`config.mk`:
```
export PLATFORM = sky130hd
export DESIGN_NAME = player_attack
export DESIGN_NICKNAME = d
export VERILOG_FILES = /design/src/rtl/player_attack.sv
export SDC_FILE = /design/constraint.sdc
export NUM_CORES = 1
export LEC_CHECK = 0
export BUFFER_PORTS_ARGS = -buffer_cell sky130_fd_sc_hd__buf_2
export CAP_MARGIN = 20
export CORE_MARGIN = 1.5
export CORE_UTILIZATION = 60
export CTS_CLUSTER_SIZE = 8
export DETAILED_ROUTE_END_ITERATION = 10
export GPL_TIMING_DRIVEN = 0
export PLACE_DENSITY = 0.93
export RECOVER_POWER = 25
export REMOVE_ABC_BUFFERS = 1
export SETUP_SLACK_MARGIN = 0.3
export SLEW_MARGIN = 20
export SYNTH_ARGS = -nofsm -noshare
export SYNTH_HDL_FRONTEND = slang
export SYNTH_SLANG_ARGS = --single-unit
```
`constraint.sdc`:
```
create_clock -name frame_clk -period 4.7 [get_ports frame_clk]
set_input_delay 0.705 -clock frame_clk [delete_from_list [all_inputs] [get_ports frame_clk]]
set_output_delay 0.705 -clock frame_clk [all_outputs]
set_load 0.005 [all_outputs]
```
`src/rtl/player_attack.sv`:
```
`default_nettype none
// ============================================================================
// Module      : player_attack
// Description : Two independent per-player attack sequencers
//               (IDLE -> WINDUP -> STRIKE -> RECOVER) with registered strike
//               window, animation code, busy flag and saturating strike count.
//               Optional macro ATTACK_BUFFER_EN buffers one press made during
//               RECOVER so the next attack begins without an IDLE cycle.
// Revision    : 1.0 - initial release
// ============================================================================

module player_attack_ch #(
    parameter int WINDUP_LEN   = 4,
    parameter int STRIKE_LEN   = 6,
    parameter int COOLDOWN_LEN = 8
) (
    input  logic       frame_clk,
    input  logic       RESET,
    input  logic       atk_key_i,
    input  logic       alive_i,
    output logic       fight_o,
    output logic [1:0] atk_frame_o,
    output logic       atk_busy_o,
    output logic [7:0] atk_count_o
);

    typedef enum logic [1:0] {
        ST_IDLE    = 2'd0,
        ST_WINDUP  = 2'd1,
        ST_STRIKE  = 2'd2,
        ST_RECOVER = 2'd3
    } state_t;

    localparam logic [5:0] c_WINDUP_LAST   = 6'(WINDUP_LEN - 1);
    localparam logic [5:0] c_STRIKE_LAST   = 6'(STRIKE_LEN - 1);
    localparam logic [5:0] c_COOLDOWN_LAST = 6'(COOLDOWN_LEN - 1);

    state_t     state_q, state_d;
    logic [5:0] cnt_q, cnt_d;
    logic [7:0] count_q, count_d;
    logic       key_q;
    logic       fight_q;
    logic [1:0] frame_q;
    logic       busy_q;
    logic       press;

`ifdef ATTACK_BUFFER_EN
    logic       pending_q, pending_d;
`endif

    assign press = atk_key_i & ~key_q;

    always_comb begin
        state_d = state_q;
        cnt_d   = cnt_q;
        count_d = count_q;
`ifdef ATTACK_BUFFER_EN
        pending_d = pending_q;
`endif
        if (!alive_i) begin
            state_d = ST_IDLE;
            cnt_d   = 6'd0;
`ifdef ATTACK_BUFFER_EN
            pending_d = 1'b0;
`endif
        end else begin
            case (state_q)
                ST_IDLE: begin
                    if (press) begin
                        state_d = ST_WINDUP;
                        cnt_d   = 6'd0;
                    end
                end
                ST_WINDUP: begin
                    if (cnt_q == c_WINDUP_LAST) begin
                        state_d = ST_STRIKE;
                        cnt_d   = 6'd0;
                        if (count_q != 8'hFF) begin
                            count_d = count_q + 8'd1;
                        end
                    end else begin
                        cnt_d = cnt_q + 6'd1;
                    end
                end
                ST_STRIKE: begin
                    if (cnt_q == c_STRIKE_LAST) begin
                        state_d = ST_RECOVER;
                        cnt_d   = 6'd0;
                    end else begin
                        cnt_d = cnt_q + 6'd1;
                    end
                end
                ST_RECOVER: begin
                    if (cnt_q == c_COOLDOWN_LAST) begin
                        cnt_d   = 6'd0;
                        state_d = ST_IDLE;
`ifdef ATTACK_BUFFER_EN
                        // A press landing on the final RECOVER cycle also chains.
                        if (pending_q | press) begin
                            state_d   = ST_WINDUP;
                            pending_d = 1'b0;
                        end
`endif
                    end else begin
                        cnt_d = cnt_q + 6'd1;
`ifdef ATTACK_BUFFER_EN
                        if (press) begin
                            pending_d = 1'b1;
                        end
`endif
                    end
                end
                default: begin
                    state_d = ST_IDLE;
                    cnt_d   = 6'd0;
                end
            endcase
        end
    end

    // Outputs are registered from the next state so they align with state_q.
    always_ff @(posedge frame_clk) begin
        if (RESET) begin
            state_q <= ST_IDLE;
            cnt_q   <= 6'd0;
            count_q <= 8'd0;
            key_q   <= 1'b1;
            fight_q <= 1'b0;
            frame_q <= 2'd0;
            busy_q  <= 1'b0;
`ifdef ATTACK_BUFFER_EN
            pending_q <= 1'b0;
`endif
        end else begin
            state_q <= state_d;
            cnt_q   <= cnt_d;
            count_q <= count_d;
            key_q   <= atk_key_i;
            fight_q <= (state_d == ST_STRIKE);
            frame_q <= state_d;
            busy_q  <= (state_d != ST_IDLE);
`ifdef ATTACK_BUFFER_EN
            pending_q <= pending_d;
`endif
        end
    end

    assign fight_o     = fight_q;
    assign atk_frame_o = frame_q;
    assign atk_busy_o  = busy_q;
    assign atk_count_o = count_q;

endmodule

module player_attack #(
    parameter int WINDUP_LEN   = 4,
    parameter int STRIKE_LEN   = 6,
    parameter int COOLDOWN_LEN = 8
) (
    input  logic            frame_clk,
    input  logic            RESET,
    input  logic [1:0]      atk_key,
    input  logic [1:0]      alive,
    output logic [1:0]      fight,
    output logic [1:0][1:0] atk_frame,
    output logic [1:0]      atk_busy,
    output logic [1:0][7:0] atk_count
);

    for (genvar i = 0; i < 2; i++) begin : g_ch
        player_attack_ch #(
            .WINDUP_LEN   (WINDUP_LEN),
            .STRIKE_LEN   (STRIKE_LEN),
            .COOLDOWN_LEN (COOLDOWN_LEN)
        ) u_ch (
            .frame_clk   (frame_clk),
            .RESET       (RESET),
            .atk_key_i   (atk_key[i]),
            .alive_i     (alive[i]),
            .fight_o     (fight[i]),
            .atk_frame_o (atk_frame[i]),
            .atk_busy_o  (atk_busy[i]),
            .atk_count_o (atk_count[i])
        );
    end

endmodule

`default_nettype wire

```
# Word-level counts from Yosys, hierarchy flattened
# Index checks and enable logic that the tools add are counted.
[totals]
regBits = 38
output_inout_bits = 24
[classes]
add_sub_neg = 4
n_eq_ne = 18
n_mux = 22
bitwise_logic = 6
reduce_logical = 8
[ops]
columns = ["cell", "n"]
rows = [
  ["two-way mux 6 bit", 8],
  ["one-hot mux 6 bit (4 select lines)", 2],
  ["equality test 6 x 3 -> 1 bit, second input constant", 4],
  ["two-way mux 2 bit", 10],
  ["adder 8 x 1 -> 8 bit, second input constant", 2],
  ["inequality test 8 bit, second input constant", 2],
  ["one-hot mux 2 bit (4 select lines)", 2],
  ["adder 6 x 1 -> 6 bit, second input constant", 2],
  ["equality test 2 bit, second input constant", 6],
  ["equality test 6 x 2 -> 1 bit, second input constant", 2],
  ["AND reduction 4 bit", 2],
  ["equality test 2 x 1 -> 1 bit, second input constant", 2],
  ["logical NOT 2 bit", 2],
  ["inequality test 2 x 1 -> 1 bit, second input constant", 2],
  ["NOT 1 bit", 4],
  ["nonzero test 2 bit", 2],
  ["OR reduction 2 bit", 2],
  ["AND 1 bit", 2],
]

# Longest topological paths before layout
[logic_depth]
ltp_word = 6
mapped_depth = 6

# Cells and area by module
# Synthesis repeated with hierarchy kept, for this count alone.
[unflattened]
cells_unflattened = 246
area_unflattened_um2 = 2044.5
[by_module_without_submodules]
columns = ["mod", "n_inst", "cells_per_inst", "area_per_inst_um2", "seq_area_each_um2"]
rows = [
  ["player_attack_ch", 2, 123, 1022.2, 380.4],
]

# Worst setup path before layout
# No wires, ideal clock.
[synth_timing]
path_kind = "input to register"
from = "in alive[1]"
to = "reg g_ch[1].u_ch.count_q[3]"
setup_ps = 121
arrival_ps = 2162
slack_ps = 2418
stages = 4
path_buffers = 0
path_cell_list = "or3b_2 > nor4_1 > a21boi_0 > mux2_2"
[synth_via]
elab_chain_cells = 1
[synth_lines]
columns = ["element", "line", "source"]
rows = [
  ["start, declared", "163", "input logic [1:0] alive,"],
  ["AND reduction 4 bit (no line)", "--", ""],
  ["end signal, assigned", "137", "count_q <= count_d;"],
  ["end, declared", "40", "logic [7:0] count_q, count_d;"],
]
# No other way between the ends.
# A chain may end at the register's enable or synchronous reset.

# Worst setup path after layout
[layout_timing]
from = "reg g_ch[0].u_ch.cnt_q[0]"
to = "reg g_ch[0].u_ch.count_q[7]"
[layout_via]
elab_chain_cells = 2
[layout_lines]
columns = ["element", "line", "source"]
rows = [
  ["start, declared", "39", "logic [5:0] cnt_q, cnt_d;"],
  ["start signal, assigned", "136", "cnt_q <= cnt_d;"],
  ["equality test 6 x 2 -> 1 bit", "75", "if (cnt_q == c_WINDUP_LAST) begin"],
  ["AND reduction 4 bit (no line)", "--", ""],
  ["end signal, assigned", "137", ""],
  ["end, declared", "40", ""],
]
# No other way between the ends.

==> results.sh <==
export IMPL_drive_gt1_share_pct=17.0
export IMPL_fillers=267
export IMPL_synth_edf_count=0
export IMPL_post_dp_cell_area_um2=2100
export IMPL_dieArea_um2=3650
export IMPL_arrival_ps=2560
export IMPL_yosysTopAreaCellShare_pct=38.4
export IMPL_drv_slew=0
export IMPL_crit_path_end_kind="flip-flop"
export IMPL_place_congestion=0.885
export IMPL_grt_max_degree=21
export IMPL_cellPowerDensity_nw_per_um2=261
export IMPL_ctsResizeCount=0
export IMPL_clkSinkCount=38
export IMPL_critPathMaxStageDelay_ps=620
export IMPL_ys_seq_elements=38
export IMPL_dr_first_iter_drc_count=118
export IMPL_hold_violations=0
export IMPL_numPlacedInstances=301
export IMPL_antenna_found_initial=0
export IMPL_p_seq_share_pct=57.3
export IMPL_clk_pin_slew_worst_paths_ps=120
export IMPL_worst_slack_ps=2410
export IMPL_fin_crit_ps=2290
export IMPL_initial_core_util_pct=63.8
export IMPL_insertion_delay_ps=350
export IMPL_nNetsFinal=276
export IMPL_status="finished clean"
export IMPL_cp_cell_sequence="ha_1 > nand2_1 > or4_4 > or4_1 > a21oi_1"
export IMPL_sw_frac_of_total_pct=22.5
export IMPL_post_cts_buffers=0
export IMPL_cts_tree="yes"
export IMPL_synth_largest_area_cell="dfxtp_1"
export IMPL_cts_max_level=2
export IMPL_timing_setup_tns_ps=0
export IMPL_antenna_left=0
export IMPL_track_usage_pct=23.7
export IMPL_pwr_share_comb_pct=3.4
export IMPL_fin_crit_sh_pct=48.7
export IMPL_yosysWarnings=0
export IMPL_die_h_um=60.5
export IMPL_place_ws_ps=2080
export IMPL_firstDrtPassIters=4
export IMPL_maxSlewHeadroom_pct=46.5
export IMPL_final_cells=309
export IMPL_synth_cells=242
export IMPL_setup_viol=0
export IMPL_routedWlPerCell_um=12.9
export IMPL_die_w_um=60.5
export IMPL_grt_first_pass_wirelength_um=6590
export IMPL_grt_overflow=0
export IMPL_slowest_stage="or4_4"
export IMPL_rsz0062_at_grt="no"
export IMPL_io_pin_count=30
export IMPL_clockBufferDepth=2
export IMPL_final_area_um2=2170
export IMPL_diodes=0
export IMPL_start_kind="flip-flop"
export IMPL_multiInputGateArea_um2=1100
export IMPL_maxCapViolCount=0
export IMPL_regArea_um2=761
export IMPL_finalWirelength_um=3990
export IMPL_rows=20
export IMPL_via_per_inst=6.06
export IMPL_tightestPinTransition_ps=802
export IMPL_ys_top_cells_by_area="dfxtp_1, nand3_1, a21oi_1"
export IMPL_dpl_hpwl_um=2750
export IMPL_worstPathMaxFanout=14
export IMPL_finalClockSkew_ps=4.21
export IMPL_path_buf_inv=0
export IMPL_area_growth_pct=9.79
export IMPL_placeableCoreArea_um2=3100
export IMPL_min_path_type="reg -> reg"
export IMPL_synth_ff_type="dfxtp_1"
export IMPL_root_buffer="clkbuf_4"
export IMPL_cts_buffers=5
export IMPL_grt_pass1_vias=1573
export IMPL_intPower_mw=0.440
export IMPL_fin_util_pct=70.1
export IMPL_syn_cell_area_um2=1980
export IMPL_synth_area_per_cell_um2=8.18
export IMPL_synth_most_common_cell="dfxtp_1"
export IMPL_cts_hold_buf=0
export IMPL_max_freq_mhz=437
export IMPL_drc_errors=0
export IMPL_yosysUniqueCellTypes=47
export IMPL_ys_seq_area_share_pct=38.4
export IMPL_ys_async_sr_fraction_pct=0
export IMPL_route_vias_total=1872
export IMPL_p_clk_share_pct=39.3
export IMPL_ir_drop_v=0.000217
export IMPL_required_ps=4970
export IMPL_numPortBuffers=29
export IMPL_synth_commonest_cells="dfxtp_1, nand2_1, nand3_1"
export IMPL_cp_top_family="simple AND/OR/NAND/NOR gates"
export IMPL_p_sw_mw=0.128
export IMPL_leakagePower_nw=0.832
export IMPL_critPathKind="reg -> reg"
layout by cell type, fill, tap and decap left out, drive strengths merged, types with 2 or more instances in the layout:
master	instances
mux2	3
o211ai	2
nor3	7
or3	5
nand2	21
nor4	3
a32oi	2
o311ai	2
a31oi	10
a211oi	3
or4	5
o21ai	8
ha	6
inv	10
nor2b	4
o31ai	4
nand3b	2
clkbuf	8
nand2b	3
nand4	2
buf	26
a211o	2
clkinv	2
dfxtp	38
a21oi	17
and3	3
nor3b	3
nand3	20
nor2	19
or2	4
o41ai	3
or3b	3
a311oi	4
flip-flops by register name, summed over array words and instances, names as in the netlist:
signal / flops
g_ch.u_ch.atk_count_o: 16
g_ch.u_ch.cnt_q: 12
g_ch.u_ch.atk_busy_o: 2
g_ch.u_ch.fight_o: 2
g_ch.u_ch.key_q: 2
g_ch.u_ch.state_q: 2
g_ch.u_ch.atk_frame_o: 2
stage by stage:
step                hold WS [ps]  power [mW]
CTS                          500       0.571
finish                       498       0.568
detailed placement           480       0.352
floorplan                    463       0.343
global placement             468       0.352
global route                 526       0.590
per-layer routing:
layer | track usage [%] | share of wire [%] | up-vias | wire, um
met5 | 0 | 0 | - | 0
met4 | 9.32 | 1.5 | 0 | 60
met3 | 5.12 | 3.4 | 8 | 135
met2 | 41.1 | 49 | 38 | 1960
met1 | 28.7 | 46 | 886 | 1830
li1 | - | - | 940 | -
path summary, 6_finish.rpt:
kind,from,endpoint,slack (ps),cells past startpoint
worst min-delay path,g_ch[1].u_ch.atk_count_o[7],g_ch[1].u_ch.atk_count_o[7],500,1
worst max register to register,g_ch[0].u_ch.cnt_q[0],g_ch[0].u_ch.atk_count_o[7],2410,5
worst min register to register,g_ch[1].u_ch.atk_count_o[7],g_ch[1].u_ch.atk_count_o[7],500,1
worst max-delay path,g_ch[0].u_ch.cnt_q[0],g_ch[0].u_ch.atk_count_o[7],2410,5
worst reg2reg max path, delay by kind of cell, from the launching register on:
family,cells,cell delay (ps)
simple gates,3,1300
fa+ha+maj,1,310
compound gates,1,190
flops,1,420
cells by family after synthesis:
kind of cell,count (synthesis),synth area share [%]
AO/OA/AOI/OAI,62,20.7
XOR/XNOR,1,0.442
adder cells (fa/ha/maj),6,3.79
buffers and inverters,24,5.94
flip-flops,38,38.4
multiplexers,4,2.21
AND/OR/NAND/NOR,107,28.6
cell type report:
cell class	instances	share of cell area, %
Clock buffer	5	1.73
Clock inverter	3	1.84
Inverter	10	1.73
Multi-Input combinational cell	180	50.7
Sequential cell	38	35.0
Tap cell	44	2.53
Timing Repair Buffer	29	6.50
power groups by stage:
stage               logic, mW  clock network, mW  registers [mW]
detailed placement     0.0198                  0           0.332
CTS                    0.0199              0.226           0.325
finish                 0.0196              0.223           0.325
global placement       0.0194                  0           0.332
floorplan              0.0108                  0           0.332
global route           0.0220              0.243           0.326
(Power assumes the default switching activity.)
